--- src/rtl/grf_wb_sched_pkg.sv ---
// Shared types and constants for the GRF write-back scheduler.
// Holds the buffer FSM encoding, the default starvation limit and register-index sizing.
package grf_wb_sched_pkg;

  localparam int STARVE_MAX_DEFAULT = 3;
  localparam int REG_IDX_W          = 5;
  localparam int NUM_REGS           = 1 << REG_IDX_W;
  localparam int XLEN               = 32;

  typedef enum logic [1:0] {
    ST_IDLE  = 2'd0,
    ST_HELD  = 2'd1,
    ST_DRAIN = 2'd2
  } wb_state_e;

  function automatic logic [NUM_REGS-1:0] reg_onehot(input logic [REG_IDX_W-1:0] idx);
    reg_onehot      = '0;
    reg_onehot[idx] = 1'b1;
  endfunction

endpackage

--- src/rtl/wb_buffer.sv ---
// One-entry capture register for an MDU result waiting for the GRF write port.
// Capture has priority over clear; the data fields stay stale once the entry is drained.
module wb_buffer
  import grf_wb_sched_pkg::*;
(
  input  logic                 clk_i,
  input  logic                 rst_ni,
  input  logic                 capture_i,
  input  logic                 clear_i,
  input  logic [REG_IDX_W-1:0] wa_i,
  input  logic [XLEN-1:0]      wd_i,
  input  logic [XLEN-1:0]      pc_i,
  output logic                 full_o,
  output logic [REG_IDX_W-1:0] wa_o,
  output logic [XLEN-1:0]      wd_o,
  output logic [XLEN-1:0]      pc_o
);

  logic                 full_q;
  logic [REG_IDX_W-1:0] wa_q;
  logic [XLEN-1:0]      wd_q;
  logic [XLEN-1:0]      pc_q;

  // NOTE: state registers use non-blocking assignments so every flop samples pre-edge values.
  always_ff @(posedge clk_i or negedge rst_ni) begin
    if (!rst_ni) begin
      full_q <= 1'b0;
      wa_q   <= '0;
      wd_q   <= '0;
      pc_q   <= '0;
    end else if (capture_i) begin
      full_q <= 1'b1;
      wa_q   <= wa_i;
      wd_q   <= wd_i;
      pc_q   <= pc_i;
    end else if (clear_i) begin
      full_q <= 1'b0;
    end
  end

  assign full_o = full_q;
  assign wa_o   = wa_q;
  assign wd_o   = wd_q;
  assign pc_o   = pc_q;

endmodule

--- src/rtl/grf_wb_sched.sv ---
// Arbitrates the single GRF write port between the W stage and a buffered MDU result,
// and keeps the long-op pending scoreboard that drives the D-stage hazard stall.
module grf_wb_sched
  import grf_wb_sched_pkg::*;
#(
  parameter int STARVE_MAX = STARVE_MAX_DEFAULT
) (
  input  logic                 Clk,
  input  logic                 Reset_n,
  input  logic                 W_WE,
  input  logic [REG_IDX_W-1:0] W_WA,
  input  logic [XLEN-1:0]      W_WD,
  input  logic [XLEN-1:0]      W_PC,
  input  logic                 Md_Req,
  input  logic [REG_IDX_W-1:0] Md_WA,
  input  logic [XLEN-1:0]      Md_WD,
  input  logic [XLEN-1:0]      Md_PC,
  output logic                 Md_Ack,
  input  logic                 Issue_Valid,
  input  logic                 Issue_Long,
  input  logic [REG_IDX_W-1:0] Issue_A1,
  input  logic [REG_IDX_W-1:0] Issue_A2,
  input  logic [REG_IDX_W-1:0] Issue_WA,
  output logic                 Stall,
  output logic                 Hold_W,
  output logic                 Busy,
  output logic                 GRF_WE,
  output logic [REG_IDX_W-1:0] GRF_WA,
  output logic [XLEN-1:0]      GRF_WD,
  output logic [XLEN-1:0]      GRF_PC
);

  localparam int CNT_W = $clog2(STARVE_MAX + 1);

  wb_state_e            state_q, state_d;
  logic [CNT_W-1:0]     starve_q, starve_d;
  logic                 hold_w_q;
  logic                 busy_q, busy_d;
  logic [NUM_REGS-1:0]  pending_q, pending_d, pending_vis, drain_mask, set_mask;

  logic                 buf_full;
  logic [REG_IDX_W-1:0] buf_wa;
  logic [XLEN-1:0]      buf_wd, buf_pc;
  logic                 w_wins, drain, capture, discard, md_ack;
  logic                 stall_raw, accept_long;
  logic                 grf_we;
  logic [REG_IDX_W-1:0] grf_wa;
  logic [XLEN-1:0]      grf_wd, grf_pc;

  wb_buffer u_wb_buffer (
    .clk_i     (Clk),
    .rst_ni    (Reset_n),
    .capture_i (capture),
    .clear_i   (drain),
    .wa_i      (Md_WA),
    .wd_i      (Md_WD),
    .pc_i      (Md_PC),
    .full_o    (buf_full),
    .wa_o      (buf_wa),
    .wd_o      (buf_wd),
    .pc_o      (buf_pc)
  );

  assign w_wins = W_WE & (W_WA != '0);
  assign drain  = buf_full & ~w_wins;

  // NOTE: every variable written here gets a default first, so no path can infer a latch.
  always_comb begin
    state_d  = state_q;
    starve_d = starve_q;
    md_ack   = 1'b0;
    capture  = 1'b0;
    discard  = 1'b0;
    unique case (state_q)
      ST_IDLE: begin
        starve_d = '0;
        if (Md_Req) begin
          md_ack = 1'b1;
          if (Md_WA != '0) begin
            capture = 1'b1;
            state_d = ST_HELD;
          end else begin
            discard = 1'b1;
          end
        end
      end
      ST_HELD: begin
        if (drain) begin
          state_d  = ST_IDLE;
          starve_d = '0;
        end else begin
          starve_d = starve_q + 1'b1;
          if (starve_d == CNT_W'(STARVE_MAX)) state_d = ST_DRAIN;
        end
      end
      ST_DRAIN: begin
        if (drain) begin
          state_d  = ST_IDLE;
          starve_d = '0;
        end
      end
      default: state_d = ST_IDLE;
    endcase
  end

  always_comb begin
    grf_we = 1'b0;
    grf_wa = '0;
    grf_wd = '0;
    grf_pc = '0;
    if (w_wins) begin
      grf_we = 1'b1;
      grf_wa = W_WA;
      grf_wd = W_WD;
      grf_pc = W_PC;
    end else if (buf_full) begin
      grf_we = 1'b1;
      grf_wa = buf_wa;
      grf_wd = buf_wd;
      grf_pc = buf_pc;
    end
  end

  // A drain this cycle already lands in the GRF, so its pending bit no longer blocks readers.
  assign drain_mask  = drain ? reg_onehot(buf_wa) : '0;
  assign pending_vis = pending_q & ~drain_mask;
  assign stall_raw   = Issue_Valid & (pending_vis[Issue_A1] | pending_vis[Issue_A2] |
                                      pending_vis[Issue_WA] | (Issue_Long & busy_q));
  assign accept_long = Issue_Valid & Issue_Long & ~stall_raw;
  assign set_mask    = (accept_long && Issue_WA != '0) ? reg_onehot(Issue_WA) : '0;
  assign pending_d   = {pending_vis[NUM_REGS-1:1] | set_mask[NUM_REGS-1:1], 1'b0};

  always_comb begin
    busy_d = busy_q;
    if (accept_long)          busy_d = 1'b1;
    else if (drain | discard) busy_d = 1'b0;
  end

  always_ff @(posedge Clk or negedge Reset_n) begin
    if (!Reset_n) begin
      state_q   <= ST_IDLE;
      starve_q  <= '0;
      hold_w_q  <= 1'b0;
      busy_q    <= 1'b0;
      // NOTE: the scoreboard is reset; a stale pending bit would stall its register forever.
      pending_q <= '0;
    end else begin
      state_q   <= state_d;
      starve_q  <= starve_d;
      hold_w_q  <= (state_d == ST_DRAIN);
      busy_q    <= busy_d;
      pending_q <= pending_d;
    end
  end

  // Combinational outputs are forced quiet while reset is asserted, whatever the inputs do.
  assign Md_Ack = Reset_n & md_ack;
  assign Stall  = Reset_n & stall_raw;
  assign GRF_WE = Reset_n & grf_we;
  assign GRF_WA = Reset_n ? grf_wa : '0;
  assign GRF_WD = Reset_n ? grf_wd : '0;
  assign GRF_PC = Reset_n ? grf_pc : '0;
  assign Hold_W = hold_w_q;
  assign Busy   = busy_q;

endmodule

--- config.mk ---
export PLATFORM = sky130hd
export DESIGN_NAME = grf_wb_sched
export DESIGN_NICKNAME = d
export VERILOG_FILES = /design/src/rtl/grf_wb_sched_pkg.sv /design/src/rtl/wb_buffer.sv /design/src/rtl/grf_wb_sched.sv
export SDC_FILE = /design/constraint.sdc
export NUM_CORES = 1
export LEC_CHECK = 0
export CORE_ASPECT_RATIO = 0.75
export CORE_UTILIZATION = 45
export DETAILED_ROUTE_END_ITERATION = 8
export DONT_BUFFER_PORTS = 1
export MAX_ROUTING_LAYER = met4
export PLACE_DENSITY_LB_ADDON = 0.2
export SYNTH_ARGS = -nofsm -noshare
export SYNTH_HDL_FRONTEND = slang
export SYNTH_SLANG_ARGS = --single-unit
--- constraint.sdc ---
create_clock -name Clk -period 4.47 [get_ports Clk]
set_input_delay 0.894 -clock Clk [delete_from_list [all_inputs] [get_ports Clk]]
set_output_delay 0.894 -clock Clk [all_outputs]
set_load 0.03 [all_outputs]
==> results of run 1 <==
path summary, 6_finish.rpt:
check	from	to	slack [ns]	cells past startpoint
min in group Clk	u_wb_buffer.wd_o[19]	u_wb_buffer.wd_o[19]	0.51	1
max	W_WA[3]	Stall	0.05	10
max reg2reg	u_wb_buffer.full_o	pending_q[9]	0.68	10
max in group asynchronous	Reset_n	u_wb_buffer.wd_o[28]	3.94	0
min reg2reg	u_wb_buffer.wd_o[19]	u_wb_buffer.wd_o[19]	0.51	1
min	Reset_n	pending_q[8]	0.22	0
Yosys cell counts (all sizes together), types with 3 or more instances:
master / count / area, sq um
or2: 4 / 25.0
a31oi: 3 / 18.8
o32ai: 6 / 60.1
nand2b: 12 / 75.1
o22ai: 6 / 37.5
clkbuf: 62 / 236
a22o: 4 / 35.0
inv: 11 / 41.3
mux2: 67 / 754
nor3: 14 / 70.1
and2: 10 / 62.6
buf: 16 / 96.3
or3: 8 / 50.1
nand4: 20 / 125
and3b: 3 / 26.3
o21ai: 41 / 205
dfrtp: 107 / 2680
o311ai: 6 / 52.6
mux2i: 6 / 60.1
o41ai: 13 / 121
nor2b: 7 / 43.8
a211oi: 4 / 42.5
nand3: 87 / 435
nor2: 21 / 78.8
nor3b: 4 / 30.0
o2111ai: 5 / 43.8
nor4: 10 / 62.6
or3b: 3 / 26.3
nand2: 118 / 453
a21boi: 66 / 495
o31ai: 19 / 173
o211ai: 14 / 105
a22oi: 4 / 30.0
and4: 3 / 26.3
a21oi: 10 / 50.1
nand3b: 7 / 52.6
power breakdown:
group / switching, mW / internal [mW] / leakage (nW) / total, mW
Clock: 0.426 / 0.394 / 0.145 / 0.819
Combinational: 1.04 / 0.783 / 1.84 / 1.82
Sequential: 0.371 / 1.38 / 1.30 / 1.75
per-stage QoR:
stage	instances	utilization	cell area (sq um)
floorplan	830	-	7260
global placement	1063	0.517	8030
detailed placement	1063	0.517	8030
CTS	1079	0.536	8320
global route	1079	0.537	8330
finish	1079	0.537	8330
kinds of logic after synthesis:
| logic type | after synthesis | share of synthesized area |
|---|---|---|
| muxes | 74 | 0.116 |
| adders and majority gates | 1 | 0.00172 |
| buffers and inverters | 89 | 0.0515 |
| DFF | 107 | 0.369 |
| AOI/OAI and AO/OA | 218 | 0.225 |
| xor gates and xnor gates | 2 | 0.00241 |
| and+or+nand+nor | 339 | 0.235 |
repair_timing:
item	CTS	global route
setup endpoints to repair	0	1
hold endpoints to repair	0	0
resized for setup	0	4
sequential cells by signal, summed over array words and instances (netlist names):
signal / count
u_wb_buffer.full_o: 1
pending_q: 31
u_wb_buffer.wd_o: 32
state_q: 2
u_wb_buffer.wa_o: 5
Hold_W: 1
u_wb_buffer.pc_o: 32
starve_q: 2
Busy: 1
worst max-delay path: stages:
cell,delay [ns]
sky130_fd_sc_hd__or3_1,0.41
sky130_fd_sc_hd__o21a_4,0.33
sky130_fd_sc_hd__buf_12,0.20
sky130_fd_sc_hd__o41ai_1,0.49
sky130_fd_sc_hd__buf_4,0.20
sky130_fd_sc_hd__mux2i_1,0.06
sky130_fd_sc_hd__a22o_1,0.26
sky130_fd_sc_hd__o221ai_2,0.22
sky130_fd_sc_hd__nand2_4,0.07
sky130_fd_sc_hd__o211a_1,0.37
layer usage:
metal  up-vias  global-route usage  wire (um)
li1       3154                   -          -
met1      3498               0.457      11700
met2       475               0.465      11500
met3        42               0.119       3510
met4         0              0.0701        434
met5         -                   -          0
area by class of cell:
| cell class | count | area, sq um | area share |
|---|---|---|---|
| flip-flops and latches | 107 | 2680 | 0.322 |
| clock buffers | 9 | 225 | 0.0270 |
| repair buffers | 106 | 821 | 0.0986 |
| multi-input cells | 634 | 4230 | 0.508 |
| clock inverters | 7 | 67.6 | 0.00811 |
| inverters | 11 | 41.3 | 0.00496 |
| well taps | 205 | 256 | 0.0308 |
==> impl_metrics.ini, run 1 <==
[route]
ant_nets = 0
num_vias = 7169
wl_um = 27200
drt_iter0_drc = 872
drc = 0
wl_per_cell_um = 25.2
route.detailed.vias_per_inst = 6.64
firstDrtPassIters = 5

[setup_path]
worst_setup_path_end_kind = primary output
critPathLaunchType = primary input
worst_endpoint_data_arrival_time_ns = 3.53
timing.critical_path.required_ns = 3.58
crit_path_class = in2out
critPathMaxFanout = 22

[power_and_ir_drop]
vdd.ir_drop.worst_mv = 0.310
static-leakage-power_nw = 3.29
finalPower_mw = 4.40
powerDensity_mw_per_mm2 = 528

[logic_synthesis]
ys.warnings.count = 0
syn_area_sq_mm = 0.00726
number_of_enable_type_register_cells_in_the_synthesized_netlist = 0
post_synth.cell_area_avg_sq_um = 8.75
post_synthesis_register_bit_count = 107
mappedNetlistNets = 990
yosys_most_used_dff = sky130_fd_sc_hd__dfrtp_1
asyncSetResetFlopFracSynth = 1.00
share_of_the_yosys_chip_area_belonging_to_registers = 0.369
synthCells = 830
synth.lib_cells_used.distinct = 74

[timing]
fin_hold_ws_ns = 0.216
period_minus_slack_ns = 4.42
fin_ws_ns = 0.0501
finalSetupTns_ns = 0
final.period_utilization = 0.989
relSlewSlack = 0.339
finalHoldViolCount = 0
timing.clock.skew_ns = 0.0136
drv_slew = 0
max_freq_mhz = 226
max_slew.worst_pin.slew_ns = 0.988
grt_setup_unrepaired = false
timing.final.setup_violations = 0

[global_route]
grt_start_max_net_pins = 180
gr-usage-all-layers = 0.332
grt_antenna_before_repair = 0
grt_first_pass_wirelength_um = 40400
first_global_vias = 6902
grt.overflow.total = 0

[floorplanning]
fp-row-count = 39
die_h_um = 112
dieWidth_um = 149
top_level_ports = 233
start_util = 0.468
core_sq_mm = 0.0155
die-area_sq_mm = 0.0167

[place]
gp_congestion = 0.997
sum_of_net_half_perimeters_after_detailed_placement_um = 19500
pre_cts_slack_ns = 0.105
port_buffer_cells = 0

[status]
run_status = completed

[cells_and_area]
final_layout_size_suffix_gt1_frac = 0.246
layout.nets = 1029
final_common_cell = sky130_fd_sc_hd__nand2_1
area_delta_synth_final_pct = 14.7
final_cell_mix = sky130_fd_sc_hd__nand2_1 (115), sky130_fd_sc_hd__dfrtp_1 (104), sky130_fd_sc_hd__buf_4 (104)
diodes = 0
layout.filler_cells = 1475

[clock_network]
cts_tree = yes
clock_insertion_delay_worst_skew_ns = 0.36
cts_hold_repair.buffers = 0
clock_tree.htree_level_count = 3
cts_buffers = 9
cts.sink_count = 107
cts_clk_pin_slew_worst_paths_ns = 0.09
root_buffer = sky130_fd_sc_hd__clkbuf_16
post_cts.repair.setup_buffers = 0
clock_tree.buffer_depth = 2

[worst_hold_path]
kind_of_path_behind_the_tightest_hold_check = in2async

[job]
maxCapViolations = 0
Power figures use the tool's default switching activity.
==> inputs of run 2 (changes only) <==
- SKIP_LAST_GASP: not set -> 1
==> results of run 2 <==
Same layout as run 1: the final DEF is identical, and so are final timing and power.
